==> src/rtl/rpn_stack_sequencer_pkg.sv <==
// Shared opcode, token-kind and error-code encodings plus the sequencer state type.
package rpn_stack_sequencer_pkg;

  localparam logic [2:0] OP_NOP  = 3'b000;
  localparam logic [2:0] OP_ADD  = 3'b100;
  localparam logic [2:0] OP_MUL  = 3'b101;
  localparam logic [2:0] OP_PUSH = 3'b110;
  localparam logic [2:0] OP_POP  = 3'b111;

  localparam logic [1:0] TOK_OPERAND = 2'b00;
  localparam logic [1:0] TOK_ADD     = 2'b01;
  localparam logic [1:0] TOK_MUL     = 2'b10;
  localparam logic [1:0] TOK_END     = 2'b11;

  localparam logic [1:0] ERR_OK        = 2'b00;
  localparam logic [1:0] ERR_UNDERFLOW = 2'b01;
  localparam logic [1:0] ERR_FULL      = 2'b10;
  localparam logic [1:0] ERR_LEFTOVER  = 2'b11;

  typedef enum logic [3:0] {
    ST_IDLE,
    ST_ACCEPT,
    ST_EXEC,
    ST_CHECK,
    ST_FINAL,
    ST_CAPTURE,
    ST_DISCARD,
    ST_DRAIN,
    ST_REPORT
  } seq_state_t;

endpackage

==> src/rtl/rpn_stack_sequencer.sv <==
// Postfix expression sequencer: turns a token stream into stack opcodes and
// reports one result per expression with sticky overflow and an error code.
module rpn_stack_sequencer
  import rpn_stack_sequencer_pkg::*;
#(
  parameter int DATA_WIDTH  = 16,
  parameter int STACK_DEPTH = 16,
  parameter int CNT_W       = 5
) (
  input  logic                  clk,
  input  logic                  rst,
  input  logic                  tok_valid,
  output logic                  tok_ready,
  input  logic [1:0]            tok_kind,
  input  logic [DATA_WIDTH-1:0] tok_data,
  output logic [2:0]            stk_opcode,
  output logic [DATA_WIDTH-1:0] stk_din,
  input  logic [DATA_WIDTH-1:0] stk_dout,
  input  logic                  stk_ovf,
  input  logic                  stk_full,
  output logic                  res_valid,
  input  logic                  res_ready,
  output logic [DATA_WIDTH-1:0] res_data,
  output logic                  res_ovf,
  output logic [1:0]            res_err
);

  localparam logic [CNT_W-1:0] FULL_DEPTH = CNT_W'(STACK_DEPTH);

  seq_state_t       state;
  logic [CNT_W-1:0] depth;
  logic             arith;
  logic             tok_fire;

  assign tok_fire = tok_valid && tok_ready;

  always_ff @(posedge clk or negedge rst) begin
    if (!rst) begin
      state      <= ST_IDLE;
      depth      <= '0;
      arith      <= 1'b0;
      stk_opcode <= OP_NOP;
      stk_din    <= '0;
      tok_ready  <= 1'b0;
      res_valid  <= 1'b0;
      res_data   <= '0;
      res_ovf    <= 1'b0;
      res_err    <= ERR_OK;
    end else begin
      case (state)
        ST_IDLE: begin
          tok_ready <= 1'b1;
          state     <= ST_ACCEPT;
        end
        ST_ACCEPT: begin
          if (tok_fire) begin
            tok_ready <= 1'b0;
            case (tok_kind)
              TOK_OPERAND: begin
                if (depth == FULL_DEPTH) begin
                  res_err   <= ERR_FULL;
                  tok_ready <= 1'b1;
                  state     <= ST_DISCARD;
                end else begin
                  stk_opcode <= OP_PUSH;
                  stk_din    <= tok_data;
                  state      <= ST_EXEC;
                end
              end
              TOK_ADD, TOK_MUL: begin
                if (depth < CNT_W'(2)) begin
                  res_err   <= ERR_UNDERFLOW;
                  tok_ready <= 1'b1;
                  state     <= ST_DISCARD;
                end else begin
                  stk_opcode <= (tok_kind == TOK_ADD) ? OP_ADD : OP_MUL;
                  state      <= ST_EXEC;
                end
              end
              default: begin
                // END has been consumed here, so a leftover stack skips DISCARD
                if (depth == CNT_W'(1)) begin
                  stk_opcode <= OP_POP;
                  state      <= ST_FINAL;
                end else begin
                  res_err <= ERR_LEFTOVER;
                  state   <= ST_DRAIN;
                end
              end
            endcase
          end
        end
        ST_EXEC: begin
          arith      <= (stk_opcode != OP_PUSH);
          depth      <= (stk_opcode == OP_PUSH) ? depth + 1'b1 : depth - 1'b1;
          stk_opcode <= OP_NOP;
          state      <= ST_CHECK;
        end
        ST_CHECK: begin
          if (arith) res_ovf <= res_ovf | stk_ovf;
          tok_ready <= 1'b1;
          state     <= ST_ACCEPT;
        end
        ST_FINAL: begin
          stk_opcode <= OP_NOP;
          state      <= ST_CAPTURE;
        end
        ST_CAPTURE: begin
          res_data  <= stk_dout;
          depth     <= '0;
          res_valid <= 1'b1;
          state     <= ST_REPORT;
        end
        ST_DISCARD: begin
          if (tok_fire && tok_kind == TOK_END) begin
            tok_ready <= 1'b0;
            state     <= ST_DRAIN;
          end
        end
        ST_DRAIN: begin
          // Alternate pop and nop so every pop gets its own settled cycle
          if (stk_opcode == OP_POP) begin
            stk_opcode <= OP_NOP;
            depth      <= depth - 1'b1;
          end else if (depth == '0) begin
            res_data  <= '0;
            res_valid <= 1'b1;
            state     <= ST_REPORT;
          end else begin
            stk_opcode <= OP_POP;
          end
        end
        ST_REPORT: begin
          if (res_ready) begin
            res_valid <= 1'b0;
            res_ovf   <= 1'b0;
            res_err   <= ERR_OK;
            tok_ready <= 1'b1;
            state     <= ST_ACCEPT;
          end
        end
        default: state <= ST_IDLE;
      endcase
    end
  end

  full_desync_a: assert property (@(posedge clk) disable iff (!rst)
    !(stk_full && depth < FULL_DEPTH));

endmodule

==> config.mk <==
export PLATFORM = sky130hd
export DESIGN_NAME = rpn_stack_sequencer
export DESIGN_NICKNAME = d
export VERILOG_FILES = /design/src/rtl/rpn_stack_sequencer_pkg.sv /design/src/rtl/rpn_stack_sequencer.sv
export SDC_FILE = /design/constraint.sdc
export NUM_CORES = 1
export LEC_CHECK = 0
export CORE_MARGIN = 4
export CORE_UTILIZATION = 31
export DETAILED_ROUTE_END_ITERATION = 10
export PLACE_DENSITY = 0.63
export SYNTH_ARGS = -nofsm -noshare
export SYNTH_HDL_FRONTEND = slang
export SYNTH_SLANG_ARGS = --single-unit
export TNS_END_PERCENT = 100
==> constraint.sdc <==
create_clock -name clk -period 1.9 [get_ports clk]
set_input_delay 0.38 -clock clk [delete_from_list [all_inputs] [get_ports clk]]
set_output_delay 0.38 -clock clk [all_outputs]
set_load 0.03 [all_outputs]
==> qor.txt, run 1 <==
Status = finished, final reports clean
Sequential area share after synthesis = 46.9%
First-pass GRT wire length = 11,100 um
RSZ-0062 raised after global routing = yes
Vias per cell = 5.09
Share of cells above drive strength 1 = 30.1%
Final nets = 399
WL/cell = 15.6 um
Top delay family on crit path = simple AND/OR/NAND/NOR gates
# DRC = 0
Post-Syn Area = 2670 sq um
Crit start category = register
Final GP Congestion = 0.845
Seq cells post-synth = 50
Slowest stage delay, CP = 460 ps
Required @ worst endpoint = 2130 ps
Port Buffer Count = 78
# clock sinks = 50
Max_cap viols = 0
Crit-path cells = inv_2 -> ha_4 -> or3b_2 -> mux2_4 -> o22ai_2 -> a21oi_2 -> a31oi_1
Register area = 1250 sq um
CTS Root Cell = clkbuf_8
CTS H-Tree Depth = 2
Slew HR = 75.7%
FP Rows = 33
Worst hold path class = in -> async
Synthesis-to-finish area growth = 53.8%
Period utilization = 99.8%
Mapped Cells = 237
FF-to-FF path depth = 7
Clk_skew = 8.93 ps
Leakage = 1.81 nW
DR vias = 2,326
CP Class = reg -> reg
GRT Util Overall = 13.7%
Max Fclk = 0.527 GHz
Syn Nets = 284
Die span in x = 101 um
Ant diodes = 0
Worst Max-Slew Pin Slew = 364 ps
Synth Warn # = 0
Maximum VDD drop = 0.493 mV
Largest cells by area after synthesis = dfrtp_1 (47%), a22o_1 (6.2%), mux2_4 (5.6%)
Die Height = 101 um
Initial core utilization = 32.1%
Setup TNS Final = 0 ps
Mean Syn Cell Area = 11.3 sq um
Critical path's slowest cell = or3b_2
Buf+Inv Stages, Crit Path = 1
Clk slew on worst S/H paths = 100 ps
Critical Path End Type = register
Die ar. = 10,200 sq um
Area of the multi-input gates = 1440 sq um
Max FO, Critical Path = 3
Async SR Flop Fraction = 100%
Total grt overflow = 0
Cell taking the most area after synthesis = dfrtp_1
Distinct cells, synth = 54
Critical path arrival = 2120 ps
Yosys top cell area share = 46.9%
Routed WL = 7120 um
Initial antenna violation count = 0
Clock buffer depth = 2
CTS tree = yes
Top_reg_cell synth = dfrtp_1
IO Count = 80
Core area = 8300 sq um
Count of final hold-check violations = 0
Post-DRT Antenna Nets = 0
Num CTS Buffers = 5
HPWL after detailed placement = 5270 um
Filler Cell Count = 759
Most frequent cells in the layout = clkdlybuf4s50_1 (77), dfrtp_1 (50), buf_4 (42), a22o_1 (19), nand2_1 (16)
Worst-skew pair later-pin latency = 310 ps
Drt pass-1 iters = 4
Setup violations, final = 0
Number of global-route vias before repair = 2,247
Power Total = 7.26 mW
Largest net degree at the start of global routing = 51
Levels on crit path = 7
Fin crit period = 1900 ps
1st-iter DRT viols = 96
Commonest non-fill, non-tap cell in the layout = clkdlybuf4s50_1
PD cells = 1770 nW/um^2
Post-synth EDFFs = 0
Slew Limit Fails = 0
-- stage by stage --
| step | utilization (%) | worst slack (ps) | cells | area [sq um] | hold slack (ps) |
|---|---|---|---|---|---|
| after CTS | 47.9 | 1.22 | 454 | 3970 | 53.4 |
| after detailed placement | 46.5 | -277 | 445 | 3860 | 390 |
| final | 49.4 | 3.59 | 457 | 4100 | 36.8 |
| after floorplan | - | -30.2 | 237 | 2680 | 84.4 |
| after global routing | 49.4 | -28.2 | 457 | 4100 | 54.8 |
| after global placement | 46.5 | -226 | 445 | 3860 | 396 |
-- area by class of cell --
class | count | share of cell area, %
Sequential cell | 50 | 30.5
Clock buffer | 5 | 1.68
Multi-Input combinational cell | 163 | 35.0
Clock inverter | 2 | 0.366
Tap cell | 105 | 3.20
Timing Repair Buffer | 125 | 28.6
Inverter | 7 | 0.640
-- cell usage after synthesis (2+ instances only) --
cell type   n
nand3b_1    2
inv_1       7
o21a_1      2
or3_1       2
o22ai_1     3
buf_2       5
a31oi_1     4
mux2_2      9
nor2b_1     3
mux2i_1     2
o22a_1      2
dfrtp_1    50
a22o_1     19
nand3_1     7
nor2_1     16
ha_1        7
nor4_1      3
nor3b_1     2
a22oi_1     2
nand2b_1    3
and3b_1     3
clkbuf_1    8
buf_6       3
mux2_4     10
nor4bb_1    2
nand2_1    16
nor3_1      2
a21oi_1    11
o21ai_0     7
-- registers in the layout, indices dropped and copies added, names as in the netlist --
signal and count:
res_ovf 1, stk_opcode 3, res_data 16, stk_din 16, res_err 2, tok_ready 1
state 4, res_valid 1, arith 1, depth 5
-- power by group --
part	switching, mW	leakage [nW]	internal (mW)
Clock	0.368	0.0362	0.252
Sequential	0.369	0.612	1.57
Combinational	2.37	1.16	2.33
Total	3.11	1.81	4.15
-- worst reg2reg max path, delay by kind of cell, from the launching register on --
kind | cells | cell delay (ps)
muxes | 1 | 300
buffers and inverters | 1 | 140
adders and majority gates | 1 | 150
DFF | 1 | 440
AOI/OAI and AO/OA | 3 | 330
and+or+nand+nor | 1 | 460
-- final timing paths --
check | startpoint | to | slack [ps]
max | depth[0] | depth[4] | 4
min | rst | depth[1] | 40
max reg2reg | depth[0] | depth[4] | 4
min reg2reg | stk_din[12] | stk_din[12] | 510
max in group asynchronous | rst | res_data[10] | 1620
min in group clk | stk_din[12] | stk_din[12] | 510
-- layer usage --
layer / share of wire [%] / track usage [%] / vias to the layer above / wire, um
met5: 0 / 0 / - / 0
met4: 0.89 / 3.42 / 0 / 63
met3: 6.8 / 2.70 / 8 / 483
met2: 46 / 21.2 / 72 / 3300
met1: 46 / 19.5 / 1137 / 3270
li1: - / - / 1109 / -
-- repair_timing --
item                                    in CTS  in global routing
hold endpoints to repair                     0                  0
resized for setup                            5                 24
hold buffers                                 0                  0
setup buffers                                2                  3
endpoints found under the setup margin       7                 12
pin swaps                                    0                 11
-- cells by family (layout without fill, tap and decap cells) --
logic type	count (synthesis)	after routing	synth area share, %
AOI/OAI and AO/OA	63	63	18.7
DFF	50	50	46.9
and+or+nand+nor	72	72	16.5
buffers and inverters	24	139	4.50
muxes	21	21	10.2
adders and majority gates	7	7	3.28
(Power assumes the default switching activity.)
==> run 2, diff against run 1 <==
--- a/config.mk
+++ b/config.mk
@@ -6,9 +6,9 @@
 export NUM_CORES = 1
 export LEC_CHECK = 0
 export CORE_MARGIN = 4
-export CORE_UTILIZATION = 31
+export CORE_UTILIZATION = 43
 export DETAILED_ROUTE_END_ITERATION = 10
-export PLACE_DENSITY = 0.63
+export PLACE_DENSITY = 0.77
 export SYNTH_ARGS = -nofsm -noshare
 export SYNTH_HDL_FRONTEND = slang
 export SYNTH_SLANG_ARGS = --single-unit
==> qor.txt, run 2 (synthesis results as in run 1) <==
Status = finished, final reports clean
Max Fclk = 0.542 GHz
CTS H-Tree Depth = 2
Synthesis-to-finish area growth = 48.5%
FF-to-FF path depth = 5
WL/cell = 16.1 um
CP Launch Point = state[2]
Crit-path cells = or4b_4 -> nor2_8 -> nand3_4 -> buf_12 -> mux2_4
Die span in x = 86.8 um
Top delay family on crit path = simple AND/OR/NAND/NOR gates
Critical path arrival = 2040 ps
GRT Util Overall = 18.3%
Ant diodes = 0
Drt pass-1 iters = 4
Final nets = 391
Initial core utilization = 44.8%
Die Height = 86.8 um
Slew HR = 59.7%
Required @ worst endpoint = 2090 ps
Worst r2r dst = stk_din[5]
Area of the multi-input gates = 1410 sq um
Slowest stage delay, CP = 630 ps
Clock buffer depth = 2
DR vias = 2,252
Clk_skew = 9.53 ps
Routed WL = 6780 um
Number of global-route vias before repair = 2,222
First-pass GRT wire length = 11,000 um
Most frequent cells in the layout = clkdlybuf4s50_1 (77), dfrtp_1 (48), buf_4 (35), a22o_1 (19)
Clk slew on worst S/H paths = 90 ps
Top flop regs = res_data x16, stk_din x16, depth x5
Num CTS Buffers = 5
Share of cells above drive strength 1 = 27.5%
Worst-skew pair later-pin latency = 310 ps
Total grt overflow = 0
Core area = 5960 sq um
Count of final hold-check violations = 0
Commonest non-fill, non-tap cell in the layout = clkdlybuf4s50_1
Reg-to-reg slack, setup = 60 ps
Initial antenna violation count = 0
Period utilization = 97.1%
# DRC = 0
IO Count = 80
Power Total = 7.05 mW
Critical path's slowest cell = or4b_4
Worst Max-Slew Pin Slew = 605 ps
Area after DPL = 3710 sq um
Slew Limit Fails = 0
Critical Path End Type = register
Leakage = 1.75 nW
Register area = 1250 sq um
CTS tree = yes
Fin crit period = 1840 ps
FP Rows = 28
Reg2reg start = state[2]
Port Buffer Count = 78
Vias per cell = 5.36
Maximum VDD drop = 1.05 mV
Max FO, Critical Path = 16
Die ar. = 7530 sq um
Setup violations, final = 0
Crit start category = register
Buf+Inv Stages, Crit Path = 1
Final GP Congestion = 0.822
PD cells = 1780 nW/um^2
Largest net degree at the start of global routing = 51
Final Instance Area = 3960 sq um
1st-iter DRT viols = 69
Filler Cell Count = 451
CP Class = reg -> reg
Max_cap viols = 0
# clock sinks = 50
CTS Root Cell = clkbuf_8
Post-DRT Antenna Nets = 0
HPWL after detailed placement = 4990 um
Hold buffer count at cts = 0
Worst hold path class = in -> async
Setup TNS Final = 0 ps
-- run 2: cell types whose count changed in the layout (fill, tap and decap cells not counted), moves of 2 or more --
cell     previous run  this run
a21oi_1             7         9
a21oi_2             4         2
buf_12              3         1
buf_4              42        35
dfrtp_1            50        48
dfrtp_2             0         2
mux2_2              7         9
mux2_4             12        10
o22ai_1             0         2
o22ai_2             3         1
-- run 2: where the power goes --
| group | switching [mW] | internal [mW] | total (mW) |
|---|---|---|---|
| clock | 0.356 | 0.259 | 0.615 |
| combinational | 2.28 | 2.20 | 4.49 |
| sequential | 0.378 | 1.57 | 1.95 |
-- run 2: final cells by class --
type                       instances  area share [%]
sequential                        50            31.6
multi-input combinational        163            35.5
clock buffer                       5            1.74
clock inverter                     3           0.537
timing repair buffer             117            27.6
inverter                           7           0.663
tap                               75            2.37
-- run 2: how the worst max path moves through the flow --
stage	to	slack [ps]	cells after the start
finish	stk_din[5]	60	5
global placement	stk_opcode[1]	-260	7
CTS	depth[4]	-9	7
global route	state[1]	-20	7
floorplan	stk_din[10]	-30	7
detailed placement	stk_opcode[1]	-290	7
-- run 2: per-stage QoR --
stage	setup WS (ps)	utilization, %	hold slack, ps	std cells
5_1_grt	-23.3	66.5	246	420
3_5_place_dp	-288	62.2	491	406
3_3_place_gp	-260	62.2	486	406
6_report	55.2	66.5	178	420
2_1_floorplan	-30.2	-	84.4	237
4_1_cts	-8.91	64.2	198	416
-- run 2: timing repair --
item / CTS / global route
setup endpoints to repair: 17 / 14
resized for setup: 2 / 24
buffers inserted: 2 / 4
pin swaps: 2 / 4
-- run 2: worst register-to-register path: cells and delay by family, from the launching register on --
kind | cells | cell delay, ps
buffers and inverters | 1 | 160
flip-flops | 1 | 420
multiplexers | 1 | 310
AND/OR/NAND/NOR | 3 | 840
-- run 2: per-layer routing --
metal | up-vias | GRT usage (%) | wire length, um | part of all wire (%)
li1 | 1086 | - | - | -
met2 | 70 | 30.9 | 3220 | 47
met4 | 0 | 3.68 | 49 | 0.72
met3 | 6 | 3.42 | 377 | 5.6
met1 | 1090 | 24.6 | 3130 | 46
met5 | - | 0 | 0 | 0
==> run 3, diff against run 2 <==
--- a/config.mk
+++ b/config.mk
@@ -5,10 +5,12 @@
 export SDC_FILE = /design/constraint.sdc
 export NUM_CORES = 1
 export LEC_CHECK = 0
+export CELL_PAD_IN_SITES_DETAIL_PLACEMENT = 1
+export CELL_PAD_IN_SITES_GLOBAL_PLACEMENT = 1
 export CORE_MARGIN = 4
-export CORE_UTILIZATION = 43
+export CORE_UTILIZATION = 33
 export DETAILED_ROUTE_END_ITERATION = 10
-export PLACE_DENSITY = 0.77
+export PLACE_DENSITY_LB_ADDON = 0.1
 export SYNTH_ARGS = -nofsm -noshare
 export SYNTH_HDL_FRONTEND = slang
 export SYNTH_SLANG_ARGS = --single-unit
==> qor.txt, run 3 (synthesis results as in run 1) <==
Area after DPL = 3790 sq um
Top delay family on crit path = simple AND/OR/NAND/NOR gates
Clock buffer depth = 2
Clk_skew = 3.94 ps
Hold buffer count at cts = 0
Vias per cell = 5.05
Die Height = 97.9 um
Routed WL = 7760 um
Commonest non-fill, non-tap cell in the layout = clkdlybuf4s50_1
Crit-path most repeated cell = nand2_2
Crit-path cells = inv_2 -> ha_4 -> nor4b_4 -> buf_4 -> nand2_2 -> nand2_2 -> nand2_4 -> clkbuf_16 -> a22o_1
Fin crit period = 1900 ps
Core area = 7810 sq um
Max FO, Critical Path = 5
FP Rows = 32
Period utilization = 100%
Largest net degree at the start of global routing = 34
Final GP Congestion = 0.761
Status = finished, violations left
Clk slew on worst S/H paths = 90 ps
Leakage = 1.84 nW
Slowest stage delay, CP = 430 ps
Filler Cell Count = 848
# DRC = 0
WHS = 12.9 ps
Count of final hold-check violations = 0
Maximum VDD drop = 0.809 mV
# clock sinks = 50
Critical Path End Type = register
CTS Root Cell = clkbuf_8
Post-route worst setup slack = -0.645 ps
First-pass GRT wire length = 12,300 um
Final nets = 401
Initial core utilization = 34.2%
Max Fclk = 0.526 GHz
Slew Limit Fails = 0
Share of cells above drive strength 1 = 32.2%
DR vias = 2,303
Buf+Inv Stages, Crit Path = 3
GRT Util Overall = 15.6%
Post-DRT Antenna Nets = 0
Synthesis-to-finish area growth = 56.6%
Critical path arrival = 2090 ps
Required @ worst endpoint = 2090 ps
Top flop regs = res_data x16, stk_din x16, depth x5
Critical path's slowest cell = dfrtp_1
CTS H-Tree Depth = 2
CTS tree = yes
Initial antenna violation count = 0
Worst Max-Slew Pin Slew = 445 ps
Worst-skew pair later-pin latency = 300 ps
Crit start category = register
Setup TNS Final = -0.645 ps
Ant diodes = 0
Number of global-route vias before repair = 2,318
Setup violations, final = 1
Most frequent cells in the layout = clkdlybuf4s50_1 (77), dfrtp_1 (50), buf_4 (41), a22o_1 (19), nor2_1 (15)
1st-iter DRT viols = 89
Die span in x = 97.9 um
Max_cap viols = 0
Port Buffer Count = 78
HPWL after detailed placement = 5650 um
Drt pass-1 iters = 4
RSZ-0062 raised after global routing = yes
IO Count = 80
Final Instance Area = 4180 sq um
Worst hold path class = in -> async
Die ar. = 9590 sq um
Total grt overflow = 0
Num CTS Buffers = 5
Failing checks = setup timing
WL/cell = 17.0 um
Slew HR = 70.3%
CP Class = reg -> reg
PD cells = 1790 nW/um^2
-- run 3: where the power goes --
| group | total [mW] | internal (mW) | leakage [nW] | switching [mW] |
|---|---|---|---|---|
| registers | 1.95 | 1.56 | 0.612 | 0.382 |
| logic | 4.91 | 2.46 | 1.19 | 2.45 |
| clock network | 0.609 | 0.252 | 0.0362 | 0.357 |
-- run 3: worst register-to-register path, cell delays in order, from the launching register on --
cell and delay, ps:
dfrtp_1 430, inv_2 110, ha_4 160, nor4b_4 270, buf_4 170, nand2_2 50, nand2_2 90, nand2_4 100
clkbuf_16 200, a22o_1 220
-- run 3: worst paths after layout --
kind	slack (ps)	cells after the start	start	to
worst min register to register	510	1	stk_din[13]	stk_din[13]
min in group clk	510	1	stk_din[13]	stk_din[13]
max in group asynchronous	1370	2	rst	stk_din[14]
worst max-delay path	-0.6	9	depth[0]	res_data[6]
worst max register to register	-0.6	9	depth[0]	res_data[6]
worst min-delay path	10	1	rst	res_data[6]
-- run 3: layout make-up --
type / count / area (sq um) / share of cell area, %
Clock buffer: 5 / 68.8 / 1.65
Clock inverter: 2 / 15.0 / 0.359
Inverter: 7 / 26.3 / 0.629
Multi-Input combinational cell: 163 / 1460 / 35.0
Sequential cell: 50 / 1250 / 30.0
Tap cell: 102 / 128 / 3.06
Timing Repair Buffer: 127 / 1230 / 29.4
-- run 3: through the flow --
step,power (mW),cells,util (%),setup slack [ps]
after global routing,7.98,456,53.5,-92.4
after floorplan,4.61,237,-,-30.2
after CTS,7.01,444,50.1,-5.92
after detailed placement,6.31,435,48.6,-348
after global placement,6.23,435,48.6,-249
final,7.47,456,53.5,-0.645
-- run 3: timing repair --
item,CTS,global route
endpoints found under the hold margin,0,0
gates resized for setup,4,33
buffers inserted,2,9
gates cloned,0,3
pin swaps,1,30
endpoints found under the setup margin,6,36
-- run 3: routing by layer --
| metal | global-route usage [%] | routed length, um |
|---|---|---|
| met5 | 0 | 0 |
| met4 | 3.83 | 76 |
| met3 | 2.57 | 259 |
| met2 | 25.3 | 3660 |
| met1 | 21.7 | 3760 |
==> RTL change 1: new RTL, flow settings as in run 1 <==
Set the parameter `DATA_WIDTH` to 32 (it was 16).
--- a/src/rtl/rpn_stack_sequencer.sv
+++ b/src/rtl/rpn_stack_sequencer.sv
@@ -4,5 +4,5 @@
   import rpn_stack_sequencer_pkg::*;
 #(
-  parameter int DATA_WIDTH  = 16,
+  parameter int DATA_WIDTH  = 32,
   parameter int STACK_DEPTH = 16,
   parameter int CNT_W       = 5
Interface: changed (resized res_data, stk_din, stk_dout and tok_data); port bits go from 80 to 144. The function was not compared with the original's and may differ.
==> RTL change 1 against run 1 <==
  * The run now ends with setup timing left
  * Combinational power increased by 24%
  * Routed wire length rose by 47%
  * Sequential cell count grew 32
  * Synthesized area rose by 40%
  * Power grew 47%
  * Critical path depth unchanged
  * Clock skew about the same
  * Cell area grew 47%
  * Count of clock-buffer cells in the layout is 5 higher
  * Setup slack lost 210 ps
  * Critical path type unchanged
  * Largest power group unchanged
==> RTL change 1: results (changes against run 1) <==
Global route
  • M1 GR Usage: 0.198 (+0.00307)
  • First-pass GRT wire length: 17,100 um (+54%)
  • Met3 Resource Use GR: 0.0490 (+0.0220)

Placement
  • Placed Instance Area: 5590 um^2 (+45%)
  • Detail Placement HPWL: 7850 um (+49%)
  • Pre-CTS worst setup slack: -615 ps (-338 ps)
  • PortBufs: 142 (+82%)

Synthesis
  • Yosys cell types: 46 (-15%)
  • Synth cell count leaders: 82 x dfrtp_1, 34 x mux2_2, 33 x a22o_1, 23 x nor2_1, 17 x nand2_1
  • Syn Area/Cell: 12.1 um^2 (+7.1%)
  • Register area share after synthesis: 0.551 (+0.0820)

Finish
  • Fraction of area in multi-input gates: 0.275 (-0.0758)
  • Multi-input gate count: 203 (+25%)
  • Nets@finish: 567 (+42%)
  • Non-clock buffers: 186 (+49%)
  • Layout cells sized above 1: 0.252 (-0.0496)
  • Largest regs: res_data (32), stk_din (32), depth (5)
  • Final clock-cell share: 0.0517 (+0.0313)
  • Seq area share: 0.341 (+0.0366)
  • Signal buffers share of area: 0.299 (+0.0129)

Floorplan
  • Die width: 118 um (+17%)

Hold path
  • Hold Crit Class: flip-flop to flip-flop

STA
  • Max_slew headroom: 0.735 (-0.0220)
  • Final count of negative-setup-slack endpoints: 3 (+3)
  • Setup ws final: -205 ps (-209 ps)
  • WHS: 488 ps (+451 ps)
  • Clock skew: 9.40 ps (+0.466 ps)

Status
  • Status: finished with violations
  • Failing checks: setup timing

Power and ir drop
  • Clock group total power: 0.00181 W (+190%)
  • Leak Pwr: 2.62 nW (+45%)

Route
  • Wl on met1: 4660 um (+43%)
  • Vias per inst: 4.90 (-3.8%)

CTS
  • Skew-Pair Late Insertion Delay: 340 ps (+30 ps)
  • Total CTS buffers: 9 (+4)
  • Clk slew on worst S/H paths: 60 ps (-40 ps)
==> RTL change 1: cell count changes in the layout (fill, tap and decap cells not counted), sizes merged, moves of 3 or more <==
cell / delta
nor2: +6
clkbuf: +5
mux2: +19
buf: -4
o21ai: -3
clkdlybuf4s50: +62
dfrtp: +32
a22o: +14
==> RTL change 1: how the worst max path moves through the flow <==
stage / cells after the start / startpoint / end / slack (ps)
2_1_floorplan: 7 / depth[1] / stk_opcode[0] / -120
3_3_place_gp: 7 / tok_kind[0] / stk_opcode[0] / -550
3_5_place_dp: 7 / tok_kind[0] / stk_opcode[1] / -620
4_1_cts: 7 / depth[1] / stk_opcode[0] / -270
5_1_grt: 7 / depth[1] / stk_opcode[1] / -260
6_report: 7 / depth[1] / stk_opcode[1] / -210
==> RTL change 1: timing repair <==
| action | 4_1_cts | 5_1_grt |
|---|---|---|
| endpoints found under the hold margin | 32 | 0 |
| endpoints found under the setup margin | 4 | 71 |
| buffers inserted | 3 | 3 |
| hold buffers | 1 | 0 |
| pin swaps | 3 | 5 |
| resized for setup | 12 | 11 |
==> RTL change 1: kinds of logic (layout without fill, tap and decap cells) <==
group,Yosys count,in the layout,synth area share
adders and majority gates,7,7,0.0235
AOI/OAI and AO/OA,78,78,0.158
muxes,41,41,0.123
and+or+nand+nor,77,77,0.111
DFF,82,82,0.551
buffers and inverters,24,208,0.0329
==> RTL change 1: worst max-delay path: cells and delay by family (launching register included) <==
kind / cells / cell delay, ps
DFF: 1 / 360
AOI/OAI and AO/OA: 2 / 520
and+or+nand+nor: 2 / 550
buffers and inverters: 1 / 70
adders and majority gates: 1 / 160
muxes: 1 / 330
==> RTL change 2: new RTL, settings of run 1 <==
Made on the original files. Make the reset (`rst`) synchronous in one clocked block.
--- a/src/rtl/rpn_stack_sequencer.sv
+++ b/src/rtl/rpn_stack_sequencer.sv
@@ -35,5 +35,5 @@
   assign tok_fire = tok_valid && tok_ready;
 
-  always_ff @(posedge clk or negedge rst) begin
+  always_ff @(posedge clk) begin
     if (!rst) begin
       state      <= ST_IDLE;
Behaviour: differs if rst is asserted again (counterexample within 4 cycles, from zero or initial values and one cycle with rst low); with rst held inactive, the same outputs for 10 cycles.
==> RTL change 2 against run 1 <==
  * Synthesized cell count up 17%
  * Sequential cell count stayed put
  * Critical path depth fell by 6
  * Critical endpoint is now stk_opcode[1]
  * Setup slack gained 61 ps
  * Synthesized area decreased by 6.3%
  * Routed wire length increased by 1.1%
  * Cell area shrank 8.5%
  * Highest routed layer unchanged
  * Critical path type is now flip-flop to primary output
Power is not compared: it rests on default switching activity, and its combinational part moved more than twofold at a synthesized area within 25%.
==> RTL change 2: results (changes against run 1) <==
Status
  • Status: completed

CTS
  • Clk slew on worst S/H paths: 100 ps (about the same)
  • Root Driver: clkbuf_8
  • Total CTS buffers: 5 (unchanged)
  • Post-CTS Setup Bufs: 0 (-2)

Finish
  • Nets@finish: 430 (+7.8%)
  • Largest regs: res_data (16), stk_din (16), depth (5)
  • Ant. Diodes: 0 (unchanged)
  • Layout cells sized above 1: 0.172 (-0.129)

Global route
  • Initial antenna violation count: 0 (unchanged)
  • Gr ovfl total: 0 (unchanged)
  • Pin count of the biggest net entering global routing: 36 (-29%)
  • First-pass GRT wire length: 12,000 um (+7.8%)
  • Gr usage total: 0.150 (+0.0135)
  • Vias in the first global route: 2,450 (+9.0%)

Route
  • DRT iter0 DRCs: 135 (+41%)
  • Vias per inst: 5.06 (-0.63%)
  • Pre-Repair DR Iteration Count: 4 (unchanged)
  • DR WL/cell: 14.8 um (-4.9%)

Critical path
  • CP max stage cell: clkdlybuf4s50_1
  • Crit path DAT: 1460 ps (-660 ps)
  • Largest stage delay, worst path: 720 ps (+260 ps)
  • Worst-path fanout max: 5 (+2)
  • Top Family by Delay on Critical Path: buffers and inverters

Placement
  • Placed Instance Area: 3610 um^2 (-6.3%)
  • RePlAce Congestion: 0.933 (+10%)
  • Detail Placement HPWL: 5470 um (+3.7%)

Power and ir drop
  • Leak Pwr: 1.57 nW
  • VDD IR max: around 0.48 mV

Synthesis
  • Post-synth EDFFs: 0 (unchanged)
  • Yosys cell types: 60 (+11%)
  • Syn_nets: 324 (+14%)
  • Synth cell count leaders: 50 x dfxtp_1, 45 x nor2_1, 20 x mux2i_1, 18 x a22oi_1
  • Top cells by area, synth: dfxtp_1 40%, mux2i_1 8.0%, nor2_1 6.8%
  • Syn. warnings: 0 (unchanged)
  • Register area share after synthesis: 0.401 (-0.0684)
  • Fraction of registers with async set/reset: 0 (-1.00)

STA
  • Clock skew: 5.73 ps (-3.20 ps)
  • Slew of the pin with the lowest slew margin: 450 ps (+85.7 ps)

Hold path
  • Hold Crit Class: flip-flop to flip-flop
RTL change 2: per-layer routing:
metal	vias to the layer above	global-route usage	routed length, um
li1	1219	-	-
met4	0	0.0405	82
met3	8	0.0579	616
met2	82	0.242	3280
met5	-	0	0
met1	1149	0.188	3220
RTL change 2: cells by family (layout without fill, tap and decap cells):
| family | after synthesis | in the layout | share of synthesized area |
|---|---|---|---|
| buf+inv | 26 | 133 | 0.0531 |
| mux | 20 | 20 | 0.0801 |
| xor+xnor | 3 | 3 | 0.0105 |
| flops | 50 | 50 | 0.401 |
| simple gates | 97 | 97 | 0.211 |
| fa+ha+maj | 7 | 7 | 0.0351 |
| compound gates | 74 | 74 | 0.209 |
RTL change 2: final timing paths:
path	slack (ps)	start	depth (start not counted)	end
worst max register to register	110	state[2]	5	depth[4]
worst max-delay path	60	stk_opcode[1]	1	stk_opcode[1]
worst min register to register	460	res_valid	2	res_valid
worst min-delay path	460	res_valid	2	res_valid
RTL change 2: area by class of cell:
type                    instances  area (um^2)
clock buffers                   6         72.6
clock inverters                 2         17.5
fillers                       733         4010
inverters                      10         37.5
multi-input cells             201         1410
flip-flops and latches         50         1000
well taps                     102          128
repair buffers                115         1090
RTL change 2: where the power goes:
group	switching (W)	internal, W
sequential	0.000255	0.00122
combinational	0.00109	0.00116
clock	0.000385	0.000268
RTL change 2: stage by stage:
| stage | worst slack [ps] | instances |
|---|---|---|
| finish | 64.4 | 486 |
| global route | 2.62 | 486 |
| CTS | 13.1 | 486 |
| floorplan | 202 | 277 |
| detailed placement | -254 | 478 |
| global placement | -223 | 478 |
RTL change 2: timing repair:
item / in CTS / in global routing
hold buffers: 0 / 0
endpoints found under the setup margin: 0 / 10
resized for setup: 0 / 9
